==> config.mk <==
export PLATFORM = sky130hd
export DESIGN_NAME = cpu_step_ctrl
export DESIGN_NICKNAME = d
export VERILOG_FILES = /design/src/rtl/cpu_step_ctrl.sv
export SDC_FILE = /design/constraint.sdc
export NUM_CORES = 1
export LEC_CHECK = 0
export ABC_AREA = 1
export BUFFER_PORTS_ARGS = -buffer_cell sky130_fd_sc_hd__buf_2
export CAP_MARGIN = 40
export CORE_UTILIZATION = 50
export CTS_BUF_LIST = sky130_fd_sc_hd__clkbuf_16
export CTS_CLUSTER_SIZE = 25
export DETAILED_ROUTE_END_ITERATION = 16
export GPL_ROUTABILITY_DRIVEN = 0
export PLACE_DENSITY = 0.83
export SYNTH_ARGS = -nofsm -noshare
export SYNTH_HDL_FRONTEND = slang
export SYNTH_SLANG_ARGS = --single-unit
==> constraint.sdc <==
create_clock -name iClk -period 2.62 [get_ports iClk]
set_clock_uncertainty 0.05 [all_clocks]
set_input_delay 0.524 -clock iClk [delete_from_list [all_inputs] [get_ports iClk]]
set_output_delay 0.524 -clock iClk [all_outputs]
set_load 0.02 [all_outputs]
==> src/rtl/cpu_step_ctrl.sv <==
// CPU clock generator with run/step/breakpoint control.
// Divides the system clock and gates CPU edges through a small FSM.
module cpu_step_ctrl #(
  parameter int DIV_HALF = 10,
  parameter int DEBOUNCE = 4
) (
  input  logic        iClk,
  input  logic        iRst,
  input  logic        iRun,
  input  logic        iStep,
  input  logic        iBpEn,
  input  logic [31:0] iBpAddr,
  input  logic [31:0] iPC,
  output logic        oCpuClk,
  output logic        oTick,
  output logic [1:0]  oState,
  output logic [31:0] oCycleCnt
);

  localparam logic [1:0] S_IDLE  = 2'b00;
  localparam logic [1:0] S_RUN   = 2'b01;
  localparam logic [1:0] S_STEP  = 2'b10;
  localparam logic [1:0] S_BREAK = 2'b11;

  localparam logic [31:0] HALF_M1 = 32'(DIV_HALF - 1);
  localparam logic [7:0]  DB_M1   = 8'(DEBOUNCE - 1);

  logic       sync1;
  logic       sync2;
  logic       deb;
  logic [7:0] dcnt;
  logic       step_ev;

  always_ff @(posedge iClk or posedge iRst) begin
    if (iRst) begin
      sync1 <= 1'b0;
      sync2 <= 1'b0;
      deb   <= 1'b0;
      dcnt  <= 8'd0;
    end else begin
      sync1 <= iStep;
      sync2 <= sync1;
      if (sync2 == deb) begin
        dcnt <= 8'd0;
      end else if (dcnt == DB_M1) begin
        deb  <= sync2;
        dcnt <= 8'd0;
      end else begin
        dcnt <= dcnt + 8'd1;
      end
    end
  end

  // One event per accepted press: only the low->high flip of deb fires.
  assign step_ev = sync2 & ~deb & (dcnt == DB_M1);

  logic [1:0]  state;
  logic [1:0]  state_n;
  logic [31:0] cnt;
  logic [31:0] cnt_n;
  logic        cpu_clk;
  logic        clk_n;
  logic        tick;
  logic        tick_n;
  logic        first_rise;
  logic        first_n;
  logic        low_done;
  logic        done_n;
  logic [31:0] cycle_cnt;
  logic        due;
  logic        bp_hit;

  assign due    = (cnt == HALF_M1);
  assign bp_hit = iBpEn && (iPC == iBpAddr);

  always_comb begin
    state_n = state;
    cnt_n   = cnt;
    clk_n   = cpu_clk;
    tick_n  = 1'b0;
    first_n = first_rise;
    done_n  = low_done;
    unique case (state)
      S_IDLE: begin
        cnt_n = 32'd0;
        clk_n = 1'b0;
        if (iRun) begin
          state_n = S_RUN;
          first_n = 1'b1;
        end else if (step_ev) begin
          state_n = S_STEP;
          done_n  = 1'b0;
        end
      end
      S_RUN: begin
        if (!due) begin
          cnt_n = cnt + 32'd1;
        end else begin
          cnt_n = 32'd0;
          if (cpu_clk) begin
            clk_n = 1'b0;
            if (!iRun) state_n = S_IDLE;
          end else if (bp_hit && !first_rise) begin
            state_n = S_BREAK;
          end else begin
            clk_n   = 1'b1;
            tick_n  = 1'b1;
            first_n = 1'b0;
          end
        end
      end
      S_STEP: begin
        // Low, high, low: leave only after the trailing low half.
        if (!due) begin
          cnt_n = cnt + 32'd1;
        end else begin
          cnt_n = 32'd0;
          if (cpu_clk) begin
            clk_n  = 1'b0;
            done_n = 1'b1;
          end else if (low_done) begin
            state_n = S_IDLE;
          end else begin
            clk_n  = 1'b1;
            tick_n = 1'b1;
          end
        end
      end
      S_BREAK: begin
        cnt_n = 32'd0;
        clk_n = 1'b0;
        if (!iRun) begin
          state_n = S_IDLE;
        end else if (step_ev) begin
          state_n = S_STEP;
          done_n  = 1'b0;
        end
      end
    endcase
  end

  always_ff @(posedge iClk or posedge iRst) begin
    if (iRst) begin
      state      <= S_IDLE;
      cnt        <= 32'd0;
      cpu_clk    <= 1'b0;
      tick       <= 1'b0;
      first_rise <= 1'b0;
      low_done   <= 1'b0;
      cycle_cnt  <= 32'd0;
    end else begin
      state      <= state_n;
      cnt        <= cnt_n;
      cpu_clk    <= clk_n;
      tick       <= tick_n;
      first_rise <= first_n;
      low_done   <= done_n;
      if (tick) cycle_cnt <= cycle_cnt + 32'd1;
    end
  end

  assign oCpuClk   = cpu_clk;
  assign oTick     = tick;
  assign oState    = state;
  assign oCycleCnt = cycle_cnt;

endmodule

==> results of run 1 <==
cell usage in the layout (no fill, tap or decap):
cell type   count
a211oi_1        3
a21boi_0        1
a21oi_1        13
a22oi_1         1
a31oi_1         3
and3_1          1
buf_12          1
buf_2         104
buf_4           2
clkbuf_16       9
clkinvlp_4      4
dfrtp_1        81
ha_1           10
inv_1         122
inv_2           3
inv_6           3
inv_8           1
mux2_2          1
nand2_1       156
nand2_2         5
nand2_4         2
nand3_1        35
nand3_2         1
nand3b_1        1
nand4_1        23
nand4_2         1
nor2_1        113
nor2_2          5
nor2_4          3
nor3_1         27
nor3_2          2
nor3_4          2
nor3b_1         4
nor3b_2         1
nor4_1         10
o21ai_0        24
o31ai_1         1
xnor2_1        21
xor2_1         30
cells in the mapped netlist, drive strengths merged:
library cell | count | share of area
nand2 | 163 | 0.12
inv | 126 | 0.092
nor2 | 121 | 0.096
dfrtp | 81 | 0.40
nand3 | 36 | 0.036
nor3 | 31 | 0.037
xor2 | 30 | 0.051
nand4 | 24 | 0.031
o21ai | 24 | 0.023
xnor2 | 21 | 0.036
a21oi | 13 | 0.013
ha | 10 | 0.024
nor4 | 10 | 0.012
nor3b | 5 | 0.0083
a211oi | 3 | 0.0044
a31oi | 3 | 0.0037
clkbuf | 2 | 0.0015
a21boi | 1 | 0.0015
a22oi | 1 | 0.0015
and3 | 1 | 0.0012
buf | 1 | 0.00098
mux2 | 1 | 0.0022
nand3b | 1 | 0.0015
o31ai | 1 | 0.0015
metal layers:
layer	GRT usage	up-vias	wire length, um
li1	-	2460	-
met1	0.299	2255	5180
met2	0.418	212	5990
met3	0.0470	26	967
met4	0.0867	0	252
met5	0	-	0
cell type report:
type                       instances  area share
multi-input combinational        500       0.426
sequential                        81       0.331
timing repair buffer             107      0.0908
inverter                         126      0.0779
clock buffer                       9      0.0368
tap                              133      0.0272
clock inverter                     7     0.00981
metrics by stage:
step | hold slack, ps | setup slack [ps]
floorplan | 281 | 803
global placement | 292 | 761
detailed placement | 296 | 681
CTS | 217 | 645
global route | 234 | 466
finish | 202 | 637
worst max-delay path: stages (launching register included):
cell and delay, ps:
dfrtp_1 420, ha_1 200, nand3_1 150, nor2_2 240
nand4_1 190, nor2_2 250, nand2_1 110, o21ai_0 190
nor2_1 70
sequential cells by signal (all words and copies together) (netlist names):
register / flops
sync1: 1
first_rise: 1
oCpuClk: 1
deb: 1
sync2: 1
oState: 2
dcnt: 8
oCycleCnt: 32
oTick: 1
cnt: 32
low_done: 1
kinds of logic (layout without fill, tap and decap cells):
group	after synthesis	after routing
AOI/OAI and AO/OA	46	46
xor gates and xnor gates	51	51
adders and majority gates	10	10
buffers and inverters	129	249
DFF	81	81
muxes	1	1
and+or+nand+nor	392	392
power by group through the flow:
stage          logic (mW)  clock network [mW]  registers, mW
6_report            0.925                1.20           1.42
5_1_grt              1.07                1.28           1.43
4_1_cts             0.928                1.22           1.42
3_5_place_dp        0.911                   0           1.44
3_3_place_gp        0.891                   0           1.43
2_1_floorplan       0.618                   0           1.45
how the worst max path moves through the flow:
| stage | endpoint | cells after the start |
|---|---|---|
| 4_1_cts | cnt[22] | 8 |
| 3_5_place_dp | cnt[26] | 8 |
| 2_1_floorplan | oCycleCnt[24] | 10 |
| 6_report | cnt[22] | 8 |
| 5_1_grt | cnt[22] | 8 |
| 3_3_place_gp | oCycleCnt[24] | 10 |
==> impl_metrics.py, run 1 <==
metrics = {
    "setup_path": {
        "crit_type": "reg -> reg",
        "critical_path.startpoint": "cnt[0]",
        "crit_path_end_kind": "register",
        "worst_setup_path_start_kind": "register",
        "r2r-start": "cnt[0]",
        "crit_arrival_ps": 2160,
        "reg2regPathDepth": 8,
        "r2r_end": "cnt[22]",
        "crit_path_max_fanout": 6,
        "reg2reg_setup_slack_ps": 640,
        "critPathRequiredTime_ps": 2790,
    },
    "global_routing": {
        "overflow": 0,
        "grt_pass1_vias": 4461,
        "grt_pass1_wl_um": 19500,
        "antenna_found_initial": 0,
        "grt_max_degree": 36,
        "grt.total_usage": 0.241,
    },
    "pwr": {
        "p_leak_nw": 3.21,
        "ir_drop_mv": 0.328,
        "p_comb_frac": 0.261,
        "p_per_area_nw_per_um2": 579,
        "p_switching_mw": 1.24,
        "switching_share": 0.349,
        "clock_power_share": 0.339,
        "p_seq_frac": 0.400,
        "total_power_mw": 3.54,
        "internal_power_mw": 2.31,
    },
    "timing": {
        "grt_setup_unrepaired": "false",
        "slew_headroom": 0.510,
        "tns_ps": 0,
        "worstMarginPinSlew_ps": 729,
        "fmax_ghz": 0.504,
        "hold_viol": 0,
        "slew_viol_final": 0,
        "finalCriticalPeriod_ps": 1980,
        "fin_crit_sh": 0.757,
        "finalSetupViolations": 0,
    },
    "place": {
        "postPlaceCellArea_sq_um": 5830,
        "dp_hpwl_um": 9530,
        "portBuffers": 104,
        "dp.cells": 947,
    },
    "drt": {
        "viasPerCell": 5.14,
        "route.detailed.drc": 0,
        "vias": 4953,
        "dr.first_iter.drc_count": 340,
        "dr.pass1.iters": 6,
        "final_antenna_net_count": 0,
        "avgRoutedWirePerCell_um": 12.9,
        "wirelength_um": 12400,
    },
    "yosys": {
        "seq_area_frac_synth": 0.396,
        "yosys.area_share.xor_xnor": 0.0872,
        "syn_area_sq_um": 5120,
        "yosys_warnings": 0,
        "synth_compound_area_frac": 0.0486,
        "syn_area_per_cell_sq_um": 7.21,
        "synthAdderAreaFrac": 0.0244,
        "synth_seq_cells": 81,
        "synth_top_family_by_area": "simple AND/OR/NAND/NOR gates",
        "syn_inst": 710,
        "synth-simple-area-share": 0.347,
        "synth_cell_type_count": 34,
        "synth.net_count": 789,
        "muxShareOfSynthArea": 0.00220,
    },
    "clocking": {
        "clk_path_buf_depth": 2,
        "clock_sink_count": 81,
        "hold_buffers": 0,
        "cts_buffers": 9,
        "cts-resized-gates": 0,
        "clock_latency_ps": 340,
        "clk_pin_slew_ps": 70,
        "cts_tree": "built",
        "htreeDepth": 3,
        "cts_root_buffer": "clkbuf_16",
        "cts_setup_buffers": 0,
    },
    "layout": {
        "fin_cells": 963,
        "multi_input_comb_area_sq_um": 2610,
        "drive_above_1_share": 0.181,
        "fin_util": 0.620,
        "fillers": 865,
        "n_antenna_cell": 0,
        "nets": 904,
        "synthToLayoutAreaGrowth_pct": 19.5,
        "regArea_sq_um": 2030,
        "final_area_sq_um": 6120,
    },
    "floorplanning": {
        "die_y_um": 103,
        "initial_core_util": 0.519,
        "core_sq_um": 9860,
        "dieArea_sq_um": 10700,
        "dieWidth_um": 103,
        "std_cell_rows": 36,
        "io_pins": 105,
    },
    "run_status": {
        "status": "finished clean",
    },
    "run": {
        "cap_violations": 0,
    },
    "worst_hold_path": {
        "hold_class": "in -> async",
    },
}
(Power assumes the default switching activity.)
==> run 2, diff against run 1 <==
Clock period 2.62 ns to 1.6 ns, I/O delays scaled along.
==> run 2 against run 1 <==
Effect of this change: the flow now finishes with violations (negative setup slack); power up 97%; critical path depth increased by 4; sequential share of layout area shrank 6.0 points; critical endpoint is now first_rise.
==> impl_metrics.py, run 2 (synthesized netlist as in run 1, its figures left out) <==
metrics = {
    "timing": {
        "hold_viol": 0,
        "finalCriticalPeriod_ps": 1850,
        "fmax_ghz": 0.540,
        "finalSetupViolations": 51,
        "worstMarginPinSlew_ps": 518,
        "fin_ws_ps": -251,
        "slew_headroom": 0.652,
        "grt_setup_unrepaired": "true",
        "slew_viol_final": 0,
        "fin_crit_sh": 1.16,
    },
    "floorplanning": {
        "io_pins": 105,
        "core_sq_um": 9860,
        "initial_core_util": 0.519,
        "dieWidth_um": 103,
        "std_cell_rows": 36,
        "dieArea_sq_um": 10700,
        "die_y_um": 103,
    },
    "setup_path": {
        "crit_path_end_kind": "register",
        "critical_path.startpoint": "cnt[1]",
        "reg2regPathDepth": 12,
        "worst_setup_path_start_kind": "register",
        "crit_type": "reg -> reg",
        "endpoint": "first_rise",
        "r2r-start": "cnt[1]",
        "critPathRequiredTime_ps": 1790,
        "crit_arrival_ps": 2040,
        "crit_path_max_fanout": 3,
        "reg2reg_setup_slack_ps": -250,
        "r2r_end": "first_rise",
    },
    "pwr": {
        "ir_drop_mv": 0.630,
        "internal_power_mw": 4.43,
        "p_per_area_nw_per_um2": 928,
        "total_power_mw": 6.97,
        "p_seq_frac": 0.335,
        "p_comb_frac": 0.364,
        "clock_power_share": 0.302,
        "p_switching_mw": 2.55,
        "switching_share": 0.365,
        "p_leak_nw": 3.97,
    },
    "layout": {
        "n_antenna_cell": 0,
        "fin_cells": 1084,
        "fillers": 616,
        "drive_above_1_share": 0.371,
        "layout_common_cells": "142 x nand2_1, 112 x inv_1, 107 x buf_4",
        "layout_commonest_cell": "nand2_1",
        "nets": 1025,
        "synthToLayoutAreaGrowth_pct": 46.8,
    },
    "clocking": {
        "clk_pin_slew_ps": 70,
        "clk_path_buf_depth": 2,
        "clock_sink_count": 81,
        "clock_latency_ps": 350,
        "cts_tree": "built",
        "cts_root_buffer": "clkbuf_16",
        "htreeDepth": 3,
        "cts_buffers": 9,
    },
    "run": {
        "cap_violations": 0,
    },
    "drt": {
        "wirelength_um": 18400,
        "avgRoutedWirePerCell_um": 16.9,
        "dr.first_iter.drc_count": 515,
        "route.detailed.drc": 0,
        "final_antenna_net_count": 0,
        "viasPerCell": 5.54,
        "vias": 6000,
        "dr.pass1.iters": 8,
    },
    "global_routing": {
        "use_met3": 0.0578,
        "antenna_found_initial": 0,
        "grt_max_degree": 56,
        "grt_pass1_wl_um": 24000,
        "grt.total_usage": 0.297,
        "grt_pass1_vias": 5342,
        "met1_usage": 0.340,
        "busiest_layer": "met2",
        "overflow": 0,
        "grt_use_met2": 0.535,
    },
    "place": {
        "dp.cells": 1041,
        "portBuffers": 104,
        "dp_hpwl_um": 10600,
    },
    "run_status": {
        "status": "finished, violations left",
        "violations": "negative setup slack",
    },
    "worst_hold_path": {
        "hold_class": "in -> reg",
    },
}
run 2: cell types whose count changed in the layout (fill, tap and decap cells not counted), moves of 10 or more:
| cell | delta |
|---|---|
| nor2_1 | -16 |
| dfrtp_1 | -10 |
| dfrtp_2 | +10 |
| nand2_2 | +12 |
| nand2_1 | -14 |
| buf_4 | +105 |
| inv_1 | -10 |
| buf_6 | +12 |
run 2: worst min path at each step:
stage / cells past startpoint / start / to
floorplan: 0 / sync1 / sync2
global placement: 2 / iRst / sync1
detailed placement: 2 / iRst / sync1
CTS: 1 / iStep / sync1
global route: 1 / iStep / sync1
finish: 1 / iStep / sync1
run 2: layout make-up:
| cell class | count | area [sq um] | share of cell area |
|---|---|---|---|
| sequential | 81 | 2040 | 0.271 |
| clock buffer | 9 | 225 | 0.0300 |
| timing repair buffer | 228 | 1550 | 0.206 |
| inverter | 126 | 479 | 0.0638 |
| tap | 133 | 166 | 0.0221 |
| multi-input combinational | 500 | 2990 | 0.397 |
| clock inverter | 7 | 71.3 | 0.00949 |
run 2: stage by stage:
step	TNS [ps]	instance area (sq um)	hold WS, ps	setup slack [ps]	utilization
6_report	-5090	7520	45.8	-251	0.762
4_1_cts	-711	7110	32.3	-93.2	0.721
3_5_place_dp	-2920	6590	226	-170	0.668
2_1_floorplan	-41.7	5160	281	-41.7	-
5_1_grt	-9010	7520	31.3	-336	0.762
3_3_place_gp	-1520	6590	221	-93.7	0.668
run 2: critical path, cell delays in order, from the launching register on:
cell     delay [ps]
dfrtp_2         420
inv_2            70
ha_4            140
nand3_4          80
nor3_4          200
nand2_2         100
nor2_4          160
buf_6           110
nor2_2           30
nor2_2          140
nand3_2          90
nand2_1          90
nand2_1          60
run 2: layer usage:
metal | vias to the layer above | share of wire
li1 | 2714 | -
met1 | 2709 | 0.36
met2 | 445 | 0.49
met3 | 132 | 0.094
met4 | 0 | 0.063
met5 | - | 0
run 2: what timing repair did:
action	CTS	global route
endpoints found under the hold margin	8	0
setup endpoints to repair	34	48
hold buffers	1	0
cloned	1	0
pin swaps	12	20
setup buffers	10	15
resized for setup	48	69
run 2: power by group through the flow:
stage	Clock, mW	Sequential (mW)	Combinational [mW]
2_1_floorplan	0	2.37	1.02
3_3_place_gp	0	2.33	1.76
3_5_place_dp	0	2.33	1.81
4_1_cts	2.08	2.30	2.12
5_1_grt	2.22	2.34	2.71
6_report	2.10	2.33	2.54
==> run 3, diff against run 2 <==
Settings changed: CTS_BUF_LIST sky130_fd_sc_hd__clkbuf_16 to sky130_fd_sc_hd__clkbuf_8.
==> run 3 against run 2 <==
Effect of this change: the flow still finishes with violations (negative setup slack); power decreased by 9.2%; via count shrank 1.9%; critical endpoint unchanged; utilization fell by 1.9 points; worst hold slack gained 230 ps; highest routed layer unchanged; combinational power fell by 5%; critical path depth is the same; fmax rose by 3.0%; cell count down 0.18%; sequential share of layout area up 0.67 points; global-route usage shrank 2.3 points.
==> impl_metrics.py, run 3 (synthesized netlist as in run 1, its figures left out) <==
metrics = {
    "setup_path": {
        "r2r_end": "first_rise",
        "cp_slowest_cell": "dfrtp_1",
        "cp_cell_sequence": "inv_1 > ha_4 > nand3_2 > nor3_2 > nand2_1 > nor2_4 > buf_6 > nor2_2 > nor2_1 > nand3_1 > nand2_1 > nand2_1",
        "critPathRequiredTime_ps": 1830,
        "r2r-start": "cnt[1]",
        "reg2regPathDepth": 12,
        "critPathTopFamily": "simple AND/OR/NAND/NOR gates",
        "crit_path_end_kind": "register",
        "crit_arrival_ps": 2030,
        "crit_path_max_fanout": 3,
        "worst_setup_path_start_kind": "register",
        "reg2reg_setup_slack_ps": -200,
        "cp_num_buf_inv": 2,
        "slowest_delay_ps": 410,
        "crit_top_cell": "nand2_1",
        "crit_type": "reg -> reg",
    },
    "pwr": {
        "p_switching_mw": 2.39,
        "switching_share": 0.377,
        "p_seq_frac": 0.365,
        "ir_drop_mv": 0.684,
        "clock_power_share": 0.255,
        "p_per_area_nw_per_um2": 864,
        "internal_power_mw": 3.95,
        "p_leak_nw": 3.90,
        "p_comb_frac": 0.380,
    },
    "drt": {
        "route.detailed.drc": 0,
        "dr.pass1.iters": 6,
        "wirelength_um": 17300,
        "final_antenna_net_count": 0,
        "avgRoutedWirePerCell_um": 16.0,
        "vias": 5885,
        "viasPerCell": 5.44,
        "dr.first_iter.drc_count": 498,
    },
    "layout": {
        "final_area_sq_um": 7330,
        "synthToLayoutAreaGrowth_pct": 43.0,
        "layout_commonest_cell": "nand2_1",
        "n_antenna_cell": 0,
        "drive_above_1_share": 0.355,
        "layout_common_cells": "143 x nand2_1, 115 x inv_1, 110 x buf_4",
        "nets": 1023,
    },
    "timing": {
        "grt_setup_unrepaired": "true",
        "tns_ps": -3050,
        "finalCriticalPeriod_ps": 1800,
        "worstMarginPinSlew_ps": 480,
        "slew_headroom": 0.677,
        "fin_crit_sh": 1.12,
        "hold_viol": 0,
        "fmax_ghz": 0.557,
        "finalSetupViolations": 39,
        "slew_viol_final": 0,
        "fin_ws_ps": -197,
    },
    "global_routing": {
        "grt_pass1_vias": 5010,
        "antenna_found_initial": 0,
        "grt.total_usage": 0.274,
        "grt_pass1_wl_um": 22200,
        "grt_max_degree": 56,
        "overflow": 0,
    },
    "worst_hold_path": {
        "hold_class": "in -> reg",
        "whs_endpoint": "first_rise",
        "holdPathStages": 5,
        "min_from": "iRun",
    },
    "clocking": {
        "clock_sink_count": 81,
        "htreeDepth": 3,
        "clk_pin_slew_ps": 80,
        "clock_latency_ps": 400,
        "cts_root_buffer": "clkbuf_8",
        "clk_path_buf_depth": 2,
        "cts_buffers": 9,
        "cts_tree": "built",
    },
    "run_status": {
        "status": "finished, violations left",
        "violations": "negative setup slack",
    },
    "floorplanning": {
        "dieArea_sq_um": 10700,
        "io_pins": 105,
        "die_y_um": 103,
        "std_cell_rows": 36,
        "initial_core_util": 0.519,
        "core_sq_um": 9860,
        "dieWidth_um": 103,
    },
    "place": {
        "pre_cts_ws_ps": -170,
        "postPlaceCellArea_sq_um": 6590,
        "dp_hpwl_um": 10600,
        "portBuffers": 104,
    },
    "run": {
        "cap_violations": 0,
    },
}
==> run 3: cell types whose count changed in the layout (fill, tap and decap cells not counted), sizes merged <==
cell / change
buf: -3
clkbuf: +1
clkinv: -1
dlygate4sd3: +1
==> run 3: how the worst max path moves through the flow <==
stage | from | end | slack, ps | cells after the start
after floorplan | oCycleCnt[0] | oCycleCnt[24] | -40 | 10
after global placement | cnt[1] | oState[0] | -90 | 11
after detailed placement | cnt[1] | oState[1] | -170 | 11
after CTS | cnt[1] | first_rise | -60 | 12
after global routing | cnt[1] | first_rise | -340 | 12
final | cnt[1] | first_rise | -200 | 12
==> run 3: per-stage QoR <==
stage           util  hold WS [ps]  instances  power [mW]
3_5_place_dp   0.668           226       1041        4.15
5_1_grt        0.743           302       1082        6.65
4_1_cts        0.706           269       1067        5.85
6_report       0.743           273       1082        6.33
2_1_floorplan      -           281        710        3.39
3_3_place_gp   0.668           221       1041        4.09
==> run 3: cell type report <==
| type | instances | area [sq um] |
|---|---|---|
| Multi-Input combinational cell | 500 | 2930 |
| Fill cell | 673 | 2540 |
| Sequential cell | 81 | 2040 |
| Timing Repair Buffer | 226 | 1500 |
| Inverter | 126 | 482 |
| Tap cell | 133 | 166 |
| Clock buffer | 10 | 138 |
| Clock inverter | 6 | 67.6 |
==> run 3: per-layer routing <==
metal | track usage | wire length, um | vias up
li1 | - | - | 2702
met4 | 0.114 | 842 | 0
met1 | 0.327 | 6380 | 2653
met5 | 0 | 0 | -
met2 | 0.489 | 8530 | 417
met3 | 0.0491 | 1510 | 113
==> run 3: power by group through the flow <==
stage	Clock [mW]	Combinational, mW	Sequential (mW)
detailed placement	0	1.81	2.33
global placement	0	1.76	2.33
floorplan	0	1.02	2.37
finish	1.62	2.41	2.31
CTS	1.57	1.98	2.30
global route	1.73	2.60	2.33
==> run 3: worst register-to-register path, stage by stage, from the launching register on <==
cell and delay [ps]:
dfrtp_1 410, inv_1 110, ha_4 150, nand3_2 90, nor3_2 160, nand2_1 130
nor2_4 170, buf_6 120, nor2_2 30, nor2_1 90, nand3_1 70, nand2_1 80
nand2_1 50
==> run 3: timing repair <==
action	CTS	global route
hold buffers	2	0
hold endpoints to repair	9	0
pin swaps	9	18
gates cloned	1	0
endpoints found under the setup margin	34	48
setup buffers	7	15
resized for setup	31	70
